`src/rtl/aggregator_seq.sv`:
```
// aggregator_seq: sequential fuzzy rule aggregator, one rule per cycle through a shared multiply / exact divide-by-100 unit.
// Optional macro AGG_SEQ_SAT_FLAG_EN adds o_sat_flags reporting which of the two sums was clamped.
module aggregator_seq #(
  parameter int W_WIDTH = 16,
  parameter int G_MAX   = 100
) (
  input  logic                 i_clk,
  input  logic                 i_rst,
  input  logic                 i_start,
  input  logic                 i_reg_mode,
  input  logic [9*W_WIDTH-1:0] i_w_bus,
  input  logic [71:0]          i_g_bus,
  output logic                 o_busy,
  output logic                 o_out_valid,
  output logic [W_WIDTH-1:0]   o_s_w,
  output logic [W_WIDTH-1:0]   o_s_wg
`ifdef AGG_SEQ_SAT_FLAG_EN
  ,
  output logic [1:0]           o_sat_flags
`endif
);

  localparam int ACC_W  = W_WIDTH + 4;
  localparam int PROD_W = W_WIDTH + 8;
  localparam logic [W_WIDTH-1:0] S_MAX   = {1'b0, {(W_WIDTH-1){1'b1}}};
  localparam logic [ACC_W-1:0]   ACC_MAX = {4'b0000, S_MAX};
  localparam logic [7:0]         G_CEIL  = 8'(G_MAX);
  localparam logic [PROD_W-1:0]  DIVISOR = PROD_W'(100);

  typedef enum logic [1:0] {
    ST_IDLE = 2'd0,
    ST_RUN  = 2'd1,
    ST_DONE = 2'd2
  } state_t;

  state_t r_state;
  state_t w_state_nxt;

  logic [9*W_WIDTH-1:0] r_w_sh;
  logic [71:0]          r_g_sh;
  logic                 r_mode;
  logic [3:0]           r_idx;
  logic [ACC_W-1:0]     r_acc_w;
  logic [ACC_W-1:0]     r_acc_wg;
  logic                 r_busy;
  logic                 r_out_valid;
  logic [W_WIDTH-1:0]   r_s_w;
  logic [W_WIDTH-1:0]   r_s_wg;

  logic                 w_load;
  logic                 w_step;
  logic                 w_done;
  logic                 w_last;
  logic [3:0]           w_rule;
  logic [W_WIDTH-1:0]   w_wt;
  logic [7:0]           w_g_raw;
  logic [7:0]           w_g_sat;
  logic [PROD_W-1:0]    w_prod;
  logic [W_WIDTH-1:0]   w_quot;
  logic                 w_clamp_w;
  logic                 w_clamp_wg;

  // Cross mode visits only the rules 01,10,11,12,21 (flat indices 1,3,4,5,7).
  function automatic logic [3:0] rule_sel(input logic mode, input logic [3:0] idx);
    logic [3:0] sel;
    if (mode) begin
      sel = idx;
    end else begin
      case (idx)
        4'd0:    sel = 4'd1;
        4'd1:    sel = 4'd3;
        4'd2:    sel = 4'd4;
        4'd3:    sel = 4'd5;
        4'd4:    sel = 4'd7;
        default: sel = 4'd4;
      endcase
    end
    return sel;
  endfunction

  assign w_last     = r_mode ? (r_idx == 4'd8) : (r_idx == 4'd4);
  assign w_rule     = rule_sel(r_mode, r_idx);
  assign w_wt       = r_w_sh[int'(w_rule)*W_WIDTH +: W_WIDTH];
  assign w_g_raw    = r_g_sh[int'(w_rule)*8 +: 8];
  assign w_g_sat    = (w_g_raw > G_CEIL) ? G_CEIL : w_g_raw;
  assign w_prod     = PROD_W'(w_wt) * PROD_W'(w_g_sat);
  assign w_quot     = W_WIDTH'(w_prod / DIVISOR);
  assign w_clamp_w  = (r_acc_w > ACC_MAX);
  assign w_clamp_wg = (r_acc_wg > ACC_MAX);

  // State register
  always_ff @(posedge i_clk) begin
    if (i_rst) begin
      r_state <= ST_IDLE;
    end else begin
      r_state <= w_state_nxt;
    end
  end

  // Next-state logic
  always_comb begin
    w_state_nxt = r_state;
    case (r_state)
      ST_IDLE: begin
        if (i_start) begin
          w_state_nxt = ST_RUN;
        end else begin
          w_state_nxt = ST_IDLE;
        end
      end
      ST_RUN: begin
        if (w_last) begin
          w_state_nxt = ST_DONE;
        end else begin
          w_state_nxt = ST_RUN;
        end
      end
      ST_DONE: w_state_nxt = ST_IDLE;
      default: w_state_nxt = ST_IDLE;
    endcase
  end

  // Control decode per state
  always_comb begin
    w_load = 1'b0;
    w_step = 1'b0;
    w_done = 1'b0;
    case (r_state)
      ST_IDLE: w_load = i_start;
      ST_RUN:  w_step = 1'b1;
      ST_DONE: w_done = 1'b1;
      default: w_load = 1'b0;
    endcase
  end

`ifdef AGG_SEQ_SAT_FLAG_EN
  logic [1:0] r_sat;
`endif

  // Capture, accumulation and registered result outputs
  always_ff @(posedge i_clk) begin
    if (i_rst) begin
      r_w_sh      <= '0;
      r_g_sh      <= 72'd0;
      r_mode      <= 1'b0;
      r_idx       <= 4'd0;
      r_acc_w     <= '0;
      r_acc_wg    <= '0;
      r_busy      <= 1'b0;
      r_out_valid <= 1'b0;
      r_s_w       <= '0;
      r_s_wg      <= '0;
`ifdef AGG_SEQ_SAT_FLAG_EN
      r_sat       <= 2'b00;
`endif
    end else begin
      r_busy      <= (w_state_nxt != ST_IDLE);
      r_out_valid <= 1'b0;
      if (w_load) begin
        r_w_sh   <= i_w_bus;
        r_g_sh   <= i_g_bus;
        r_mode   <= i_reg_mode;
        r_idx    <= 4'd0;
        r_acc_w  <= '0;
        r_acc_wg <= '0;
      end else if (w_step) begin
        r_acc_w  <= r_acc_w + ACC_W'(w_wt);
        r_acc_wg <= r_acc_wg + ACC_W'(w_quot);
        r_idx    <= r_idx + 4'd1;
      end else if (w_done) begin
        r_s_w       <= w_clamp_w  ? S_MAX : r_acc_w[W_WIDTH-1:0];
        r_s_wg      <= w_clamp_wg ? S_MAX : r_acc_wg[W_WIDTH-1:0];
        r_out_valid <= 1'b1;
`ifdef AGG_SEQ_SAT_FLAG_EN
        r_sat       <= {w_clamp_wg, w_clamp_w};
`endif
      end else begin
        r_idx <= r_idx;
      end
    end
  end

  assign o_busy      = r_busy;
  assign o_out_valid = r_out_valid;
  assign o_s_w       = r_s_w;
  assign o_s_wg      = r_s_wg;
`ifdef AGG_SEQ_SAT_FLAG_EN
  assign o_sat_flags = r_sat;
`endif

endmodule

```
`config.mk`:
```
export PLATFORM = sky130hd
export DESIGN_NAME = aggregator_seq
export DESIGN_NICKNAME = d
export VERILOG_FILES = /design/src/rtl/aggregator_seq.sv
export SDC_FILE = /design/constraint.sdc
export NUM_CORES = 1
export LEC_CHECK = 0
export ABC_AREA = 1
export BUFFER_PORTS_ARGS = -buffer_cell sky130_fd_sc_hd__buf_2
export CORE_ASPECT_RATIO = 1.25
export CORE_MARGIN = 10
export CORE_UTILIZATION = 54
export DETAILED_ROUTE_END_ITERATION = 6
export PLACE_DENSITY = 0.86
export SETUP_SLACK_MARGIN = 0.2
export SYNTH_ARGS = -nofsm -noshare
export SYNTH_HDL_FRONTEND = slang
export SYNTH_SLANG_ARGS = --single-unit
```
`constraint.sdc`:
```
create_clock -name i_clk -period 15.65 [get_ports i_clk]
set_input_delay 3.13 -clock i_clk [delete_from_list [all_inputs] [get_ports i_clk]]
set_output_delay 3.13 -clock i_clk [all_outputs]
set_load 0.01 [all_outputs]
```
# Word level (Yosys, flattened, before mapping)
# Index checks and enable logic that the tools add are counted.
# totals
out_inout_bits	34
elab_cells	48
ff_bits	297
input_bits	220
# op_classes
bitwise	2
n_mul	1
eq_ne	6
addsub	3
n_reduce_logical	6
order_cmp	3
muxes	13
shift	2
n_div	1
# op_table
op	count
$shiftx A144 B9 Y16	1
$shiftx A72 B8 Y8	1
$add A20 B16 Y20	2
$gt A20 B15 Y1 const B	2
$mux W16	2
$div A24 B7 Y24 const B	1
$mul A16 B8 Y24	1
$pmux W3 S4	1
$gt A8 B7 Y1 const B	1
$mux W8	1
$mux W1	6
$add A4 B1 Y4 const B	1
$eq A4 B1 Y1 const B	1
$eq A4 B2 Y1 const B	1
$eq A4 B3 Y1 const B	1
$eq A4 B4 Y1 const B	1
$logic_not A4 Y1	1
$mux W4	1
$pmux W2 S2	1
$reduce_and A3 Y1	1
$reduce_or A3 Y1	1
$eq A2 B1 Y1 const B	1
$eq A2 B2 Y1 const B	1
$logic_not A2 Y1	1
4 further kinds	5

# Depth between registers and ports, before layout
# Gate-level depths: netlist of the first run.
# logic_depth
depth_word	9
mapped_depth	154
ltp_nobuf	153

# Least setup slack after synthesis of the first run
# OpenSTA, ideal clock, no wires.
# synth_timing
kind	register to register
startpoint	register r_idx[0]
endpoint	register r_acc_wg[18]
stages_incl_launch_ff	133
period_less_slack_ns	16.110
setup_ns	0.058
path_slack_ns	-0.460
arrival_time_ns	16.052
required_ns	15.592
n_path_buf	2
cell_sequence	dfxtp_1 > inv_1 > ha_1 > nand3_1 > nand2_1 > o22ai_1 > inv_1 > nor2_1 > inv_1 > nor3_1 > clkbuf_1 > a32oi_1 > nor4_1 > nand2_1 > nand3_1 > nand2_1 > inv_1 > clkbuf_1 > (+97 left out) > o21bai_1 > a21oi_1 > o21bai_1 > a21oi_1 > inv_1 > a21oi_1 > o21ai_0 > a21o_1 > a21o_1 > a21oi_1 > inv_1 > a21oi_1 > o21ai_0 > nand2_1 > nor2_1 > nand2_1 > a21oi_1 > o21a_1
# synth_via
elab_chain_len	9
word_cells_on_any_way	13
cone_classes	1 x add/sub; 1 x mul; 1 x div; 1 x order compare; 3 x eq/ne; 2 x shift; 3 x mux; 1 x reduce/logical
# synth_rtl
item	line_no	text
start, declared	42	logic [3:0] r_idx;
start signal, assigned	169	r_idx <= r_idx + 4'd1;
start signal, assigned	178	r_idx <= r_idx;
$eq A4 B3 Y1, or another cell as far along	69	case (idx)
$pmux W3 S4	69	
$mux W4 (*)	66	if (mode) begin
$shiftx A72 B8 Y8	84	assign w_g_raw = r_g_sh[int'(w_rule)*8 +: 8];
$gt A8 B7 Y1	85	assign w_g_sat = (w_g_raw > G_CEIL) ? G_CEIL : w_g_raw;
$mux W8	85	
$mul A16 B8 Y24 (*)	86	assign w_prod = PROD_W'(w_wt) * PROD_W'(w_g_sat);
$div A24 B7 Y24 (*)	87	assign w_quot = W_WIDTH'(w_prod / DIVISOR);
$add A20 B16 Y20 (*)	168	r_acc_wg <= r_acc_wg + ACC_W'(w_quot);
end signal, assigned	168	
end, declared	44	logic [ACC_W-1:0] r_acc_wg;
# Every way passes the cells marked *; elsewhere a longest branch is shown, timed or not.
# A chain may end at the register's enable or synchronous reset.

# Worst setup path in the final report of the first run
# Ends and elaborated chain as after synthesis.

==> results of run 1 <==
## logic make-up (layout without fill, tap and decap cells)
| kind of cell | Yosys count | after routing | share of synthesized area [%] |
|---|---|---|---|
| xor gates and xnor gates | 51 | 51 | 2.276 |
| buffers and inverters | 488 | 1022 | 9.065 |
| DFF | 297 | 297 | 29.30 |
| and+or+nand+nor | 1286 | 1286 | 28.50 |
| AOI/OAI and AO/OA | 627 | 627 | 17.46 |
| other | 2 | 18 | 0.03701 |
| adders and majority gates | 165 | 165 | 13.36 |
## stage by stage
step	instances	instance area, um2	util, %	hold WS (ns)	setup WS (ns)
after floorplan	2930	20730	-	0.4245	0.1250
after global placement	3790	24040	64.70	0.4285	-0.7579
after global routing	3951	27910	75.09	0.4928	-3.029
final	3952	27910	75.10	0.4512	-1.955
after detailed placement	3790	24040	64.70	0.4403	-1.440
after CTS	3898	26260	70.66	0.4499	-1.053
## cells in the mapped netlist (5+ instances only)
master / n / area share (%)
a32oi_1: 18 / 0.78
nor2_1: 643 / 12
nand3_2: 16 / 0.79
ha_1: 79 / 4.9
o21bai_1: 8 / 0.30
o21ai_0: 362 / 8.9
inv_1: 309 / 5.7
fa_1: 86 / 8.5
a21o_1: 8 / 0.30
a31oi_1: 33 / 1.0
o21ai_1: 28 / 0.69
xnor2_1: 13 / 0.56
nor2_4: 9 / 0.50
o2111ai_1: 40 / 1.7
nand4_2: 8 / 0.49
xor2_1: 36 / 1.6
nor2_2: 8 / 0.25
nand2_1: 339 / 6.3
nor3_1: 11 / 0.27
nand2_4: 26 / 1.4
dfxtp_1: 297 / 29
nand4_1: 32 / 0.99
inv_2: 33 / 0.61
buf_1: 9 / 0.17
o211ai_1: 5 / 0.19
clkinv_1: 7 / 0.13
clkbuf_1: 129 / 2.4
nand3_1: 119 / 2.9
nand2_2: 53 / 1.6
o221ai_1: 5 / 0.22
a21oi_1: 102 / 2.5
## state kept, by name, summed over array words and instances (netlist names)
name         count
o_s_w           16
o_busy           1
o_s_wg          16
r_state          2
r_acc_w         20
r_w_sh         144
r_acc_wg        20
r_g_sh          72
o_out_valid      1
r_idx            4
r_mode           1
## final timing paths
check	from	end	slack, ns	depth (start not counted)
setup / recovery	r_idx[0]	r_acc_wg[18]	-1.96	141
hold / removal	o_s_w[15]	o_s_w[15]	0.45	2
setup reg to reg	r_idx[0]	r_acc_wg[18]	-1.96	141
hold reg to reg	o_s_w[15]	o_s_w[15]	0.45	2
## what timing repair did
| item | 4_1_cts | 5_1_grt |
|---|---|---|
| resized for setup | 179 | 325 |
| hold buffers | 0 | 0 |
| cloned | 1 | 4 |
| buffers inserted | 51 | 48 |
| endpoints found under the setup margin | 16 | 20 |
| pin swaps | 96 | 142 |
## area by class of cell
cell class | instances | area [um2]
Timing Repair Buffer | 617 | 4279
Inverter | 349 | 1358
Multi-Input combinational cell | 2145 | 14600
Sequential cell | 297 | 5951
Antenna cell | 2 | 5.005
Clock inverter | 13 | 209.0
Tap cell | 486 | 608.1
Fill cell | 2505 | 9254
Clock buffer | 43 | 900.9
## layer usage
layer / routed length (um) / up-vias / track usage (%)
met5: 0 / - / 0
met4: 4808 / 0 / 14.56
met3: 5280 / 332 / 3.732
met2: 37350 / 1146 / 51.02
met1: 26390 / 10820 / 31.85
li1: - / 10540 / -
## worst reg2reg max path: cells and delay by family, from the launching register on
kind / cells / cell delay (ns)
AO/OA/AOI/OAI: 22 / 2.93
adder cells (fa/ha/maj): 8 / 3.04
buffers and inverters: 24 / 2.32
flip-flops: 1 / 0.39
AND/OR/NAND/NOR: 87 / 8.93
==> summary.txt, run 1 <==
Cells and area
  – Area delta synth->final: 37.57%
  – Fin nets: 3,825
  – Layout cells sized above 1: 33.95%
  – Most frequent cells in the layout: nor2_1, buf_4, o21ai_0
  – Commonest non-fill, non-tap cell in the layout: nor2_1

Route
  – Final ANT Viol Nets: 0
  – Vias per cell: 5.779
  – Router iterations before antenna repair: 7
  – DR vias: 22,840
  – Remaining DRCs: 3
  – Initial DRC count: 2,370
  – WL final: 73,840 um
  – DR WL/cell: 18.68 um

Die
  – # rows: 79
  – Core Footprint: 0.03717 mm2
  – Die H: 236.7 um
  – Die width: 193.4 um
  – Full die area: 0.04577 mm2
  – I/O pin count: 254
  – Initial Utilization: 54.59%

Timing
  – Slew Limit Fails: 0
  – Final Hold Vio Count: 0
  – Fin crit share: 112.5%
  – Relative slew slack: 20.27%
  – Worst Max-Slew Pin Slew: 1.196 ns
  – Fmax: 0.05680 GHz
  – Setup TNS: -17.97 ns
  – Setup-failing EPs final: 16
  – Minimum clock period: 17.61 ns
  – Final WS setup: -1.955 ns
  – Worst clock skew: 0.03634 ns
  – RSZ-0062 raised after global routing: true

Global routing
  – Vias in the first global route: 22,010
  – Largest net degree at the start of global routing: 128
  – GRT Overall Usage: 28.27%
  – Initial antenna violation count: 2
  – First-pass GRT wire length: 109,800 um
  – Remaining Overflow, GRT: 0

Logic synthesis
  – Post-synth EDFFs: 0
  – Synth Area per Inst: 6.958 um2
  – Ys async rst share: 0%
  – Synth warn: 0
  – Register area share after synthesis: 29.30%
  – Synth Flop Type: dfxtp_1
  – Unique masters post-synth: 54
  – Cells after Synth: 2,916
  – FF+latch count, synth: 297
  – Synthesized area: 0.02029 mm2

Flow run
  – Max Cap Violations: 0

Critical path
  – CP dominant cell by count: nand2_4
  – Setup crit end kind: flop
  – Crit-path slowest cell: or4_4
  – Critical path buffers and inverters: 24
  – Crit Path Class: reg2reg
  – Worst EP required: 16.18 ns
  – CP Max Fanout: 13
  – Largest delay share family, worst path: simple AND/OR/NAND/NOR gates
  – Critical Path Max Stage Delay: 0.56 ns
  – Arr. time, crit path: 18.14 ns
  – CP Launch Type: flop

Place
  – Dpl hpwl: 50,130 um
  – Number of I/O port buffers: 253
  – Placer congestion estimate: 0.9772

Clocking
  – Clock sink count: 297
  – Clock root buffer: clkbuf_16
  – # H-tree levels: 1
  – Bufs on Longest Clock Path: 3
  – CTS buffer count: 30
  – TritonCTS clock tree: built
  – Reg clk slew, reported paths: 0.07 ns
  – Skew-Pair Late Insertion Delay: 0.59 ns

Outcome
  – Status: complete, but fails checks
  – Failing checks: DRC, setup timing

Worst hold path
  – HP Class: reg2reg
Power of run 1 is left out: the tool's default activity adds up to more than one toggle a clock period on the data nets, which glitch-free logic cannot reach.
==> run 2: changes to the inputs <==
--- a/config.mk
+++ b/config.mk
@@ -7,11 +7,13 @@
 export LEC_CHECK = 0
 export ABC_AREA = 1
 export BUFFER_PORTS_ARGS = -buffer_cell sky130_fd_sc_hd__buf_2
+export CELL_PAD_IN_SITES_DETAIL_PLACEMENT = 0
+export CELL_PAD_IN_SITES_GLOBAL_PLACEMENT = 2
 export CORE_ASPECT_RATIO = 1.25
 export CORE_MARGIN = 10
-export CORE_UTILIZATION = 54
+export CORE_UTILIZATION = 30
 export DETAILED_ROUTE_END_ITERATION = 6
-export PLACE_DENSITY = 0.86
+export PLACE_DENSITY = 0.85
 export SETUP_SLACK_MARGIN = 0.2
 export SYNTH_ARGS = -nofsm -noshare
 export SYNTH_HDL_FRONTEND = slang
==> summary.txt, run 2 (synthesized netlist as in run 1, its figures left out) <==
Timing
  – Minimum clock period: 16.80 ns
  – Setup-failing EPs final: 13
  – RSZ-0062 raised after global routing: true
  – Slew Limit Fails: 0
  – Fin crit share: 107.4%
  – Relative slew slack: 34.36%
  – Worst clock skew: 0.02639 ns
  – Fmax: 0.05952 GHz
  – Hold WS: 0.4417 ns
  – Final WS setup: -1.151 ns
  – Final Hold Vio Count: 0
  – Worst Max-Slew Pin Slew: 0.9845 ns

Cells and area
  – Fin nets: 3,855
  – Reg with most FFs: r_w_sh
  – Most frequent cells in the layout: nor2_1, buf_4, o21ai_0
  – Max FFs per register: 144
  – Biggest regs: r_w_sh (144), r_g_sh (72)
  – Commonest non-fill, non-tap cell in the layout: nor2_1
  – Design Area, Final: 0.02832 mm2
  – Post-layout util: 42.28%
  – Layout cells sized above 1: 33.16%
  – Area delta synth->final: 39.56%

Place
  – Dpl hpwl: 55,410 um
  – Dpl cell area: 0.02480 mm2
  – Placer congestion estimate: 0.8437
  – Number of I/O port buffers: 253
  – Post-placement setup slack: -1.412 ns

Critical path
  – Arr. time, crit path: 17.29 ns
  – Setup crit end kind: flop
  – Critical Path Max Stage Delay: 0.55 ns
  – Worst EP required: 16.14 ns
  – Crit-path slowest cell: fa_1
  – Crit Path Class: reg2reg
  – CP dominant cell by count: nand2_4
  – CP Max Fanout: 7
  – CP Launch Type: flop

Route
  – Vias per cell: 4.793
  – Final ANT Viol Nets: 0
  – Remaining DRCs: 0
  – WL final: 73,040 um
  – Initial DRC count: 1,262
  – Router iterations before antenna repair: 5
  – DR WL/cell: 16.75 um
  – DR vias: 20,900

Clocking
  – Skew-Pair Late Insertion Delay: 0.56 ns
  – Bufs on Longest Clock Path: 3
  – CTS buffer count: 35
  – Reg clk slew, reported paths: 0.06 ns
  – Clock sink count: 297
  – # H-tree levels: 2
  – Clock root buffer: clkbuf_16
  – TritonCTS clock tree: built

Global routing
  – First-pass GRT wire length: 115,000 um
  – GRT Overall Usage: 18.12%
  – Vias in the first global route: 20,820
  – Remaining Overflow, GRT: 0
  – Initial antenna violation count: 4
  – Largest net degree at the start of global routing: 180

Die
  – Core Footprint: 0.06698 mm2
  – Initial Utilization: 30.29%
  – I/O pin count: 254
  – Die H: 310.8 um
  – Die width: 252.6 um
  – # rows: 106
  – Full die area: 0.07850 mm2

Worst hold path
  – HP Class: reg2reg

Outcome
  – Status: complete, but fails checks
  – Failing checks: setup timing

Flow run
  – Max Cap Violations: 0
-- run 2: path summary, 6_finish.rpt --
path	start	endpoint	slack (ns)	depth (start not counted)
worst max-delay path	r_idx[0]	r_acc_wg[18]	-1.15	137
worst min-delay path	o_s_w[15]	o_s_w[15]	0.44	2
worst max register to register	r_idx[0]	r_acc_wg[18]	-1.15	137
worst min register to register	o_s_w[15]	o_s_w[15]	0.44	2
-- run 2: through the flow --
step / setup TNS [ns] / instances
after CTS: -3.606 / 4320
after floorplan: 0 / 2930
after global routing: -25.55 / 4361
after detailed placement: -9.851 / 4198
after global placement: -8.610 / 4198
final: -7.014 / 4361
-- run 2: critical path, delay by kind of cell (launching register included) --
family	cells	cell delay (ns)
AND/OR/NAND/NOR	85	8.35
buffers and inverters	19	1.87
AO/OA/AOI/OAI	25	3.20
adder cells (fa/ha/maj)	8	2.91
flip-flops	1	0.38
-- run 2: layout make-up --
class                           count  area (um2)
Tap cell                          864        1081
Sequential cell                   297        5951
Timing Repair Buffer              641        4354
Inverter                          349        1351
Fill cell                        6968       38660
Clock buffer                       52        1020
Antenna cell                        2       5.005
Clock inverter                     10       162.7
Timing Repair inverter              1       7.507
Multi-Input combinational cell   2145       14380
-- run 2: timing repair --
item | 4_1_cts | 5_1_grt
hold endpoints to repair | 0 | 0
pin swaps | 148 | 70
setup endpoints to repair | 15 | 20
setup buffers | 58 | 39
hold buffers | 0 | 0
gates resized for setup | 252 | 161
gates cloned | 2 | 0
-- run 2: layer usage --
metal	global-route usage (%)	vias to the layer above	routed length [um]
met1	21.98	9815	30730
met4	5.213	0	1853
met3	2.054	83	2852
met2	32.81	398	37600
li1	-	10610	-
met5	0	-	0
Power of run 2 is left out for the same reason.
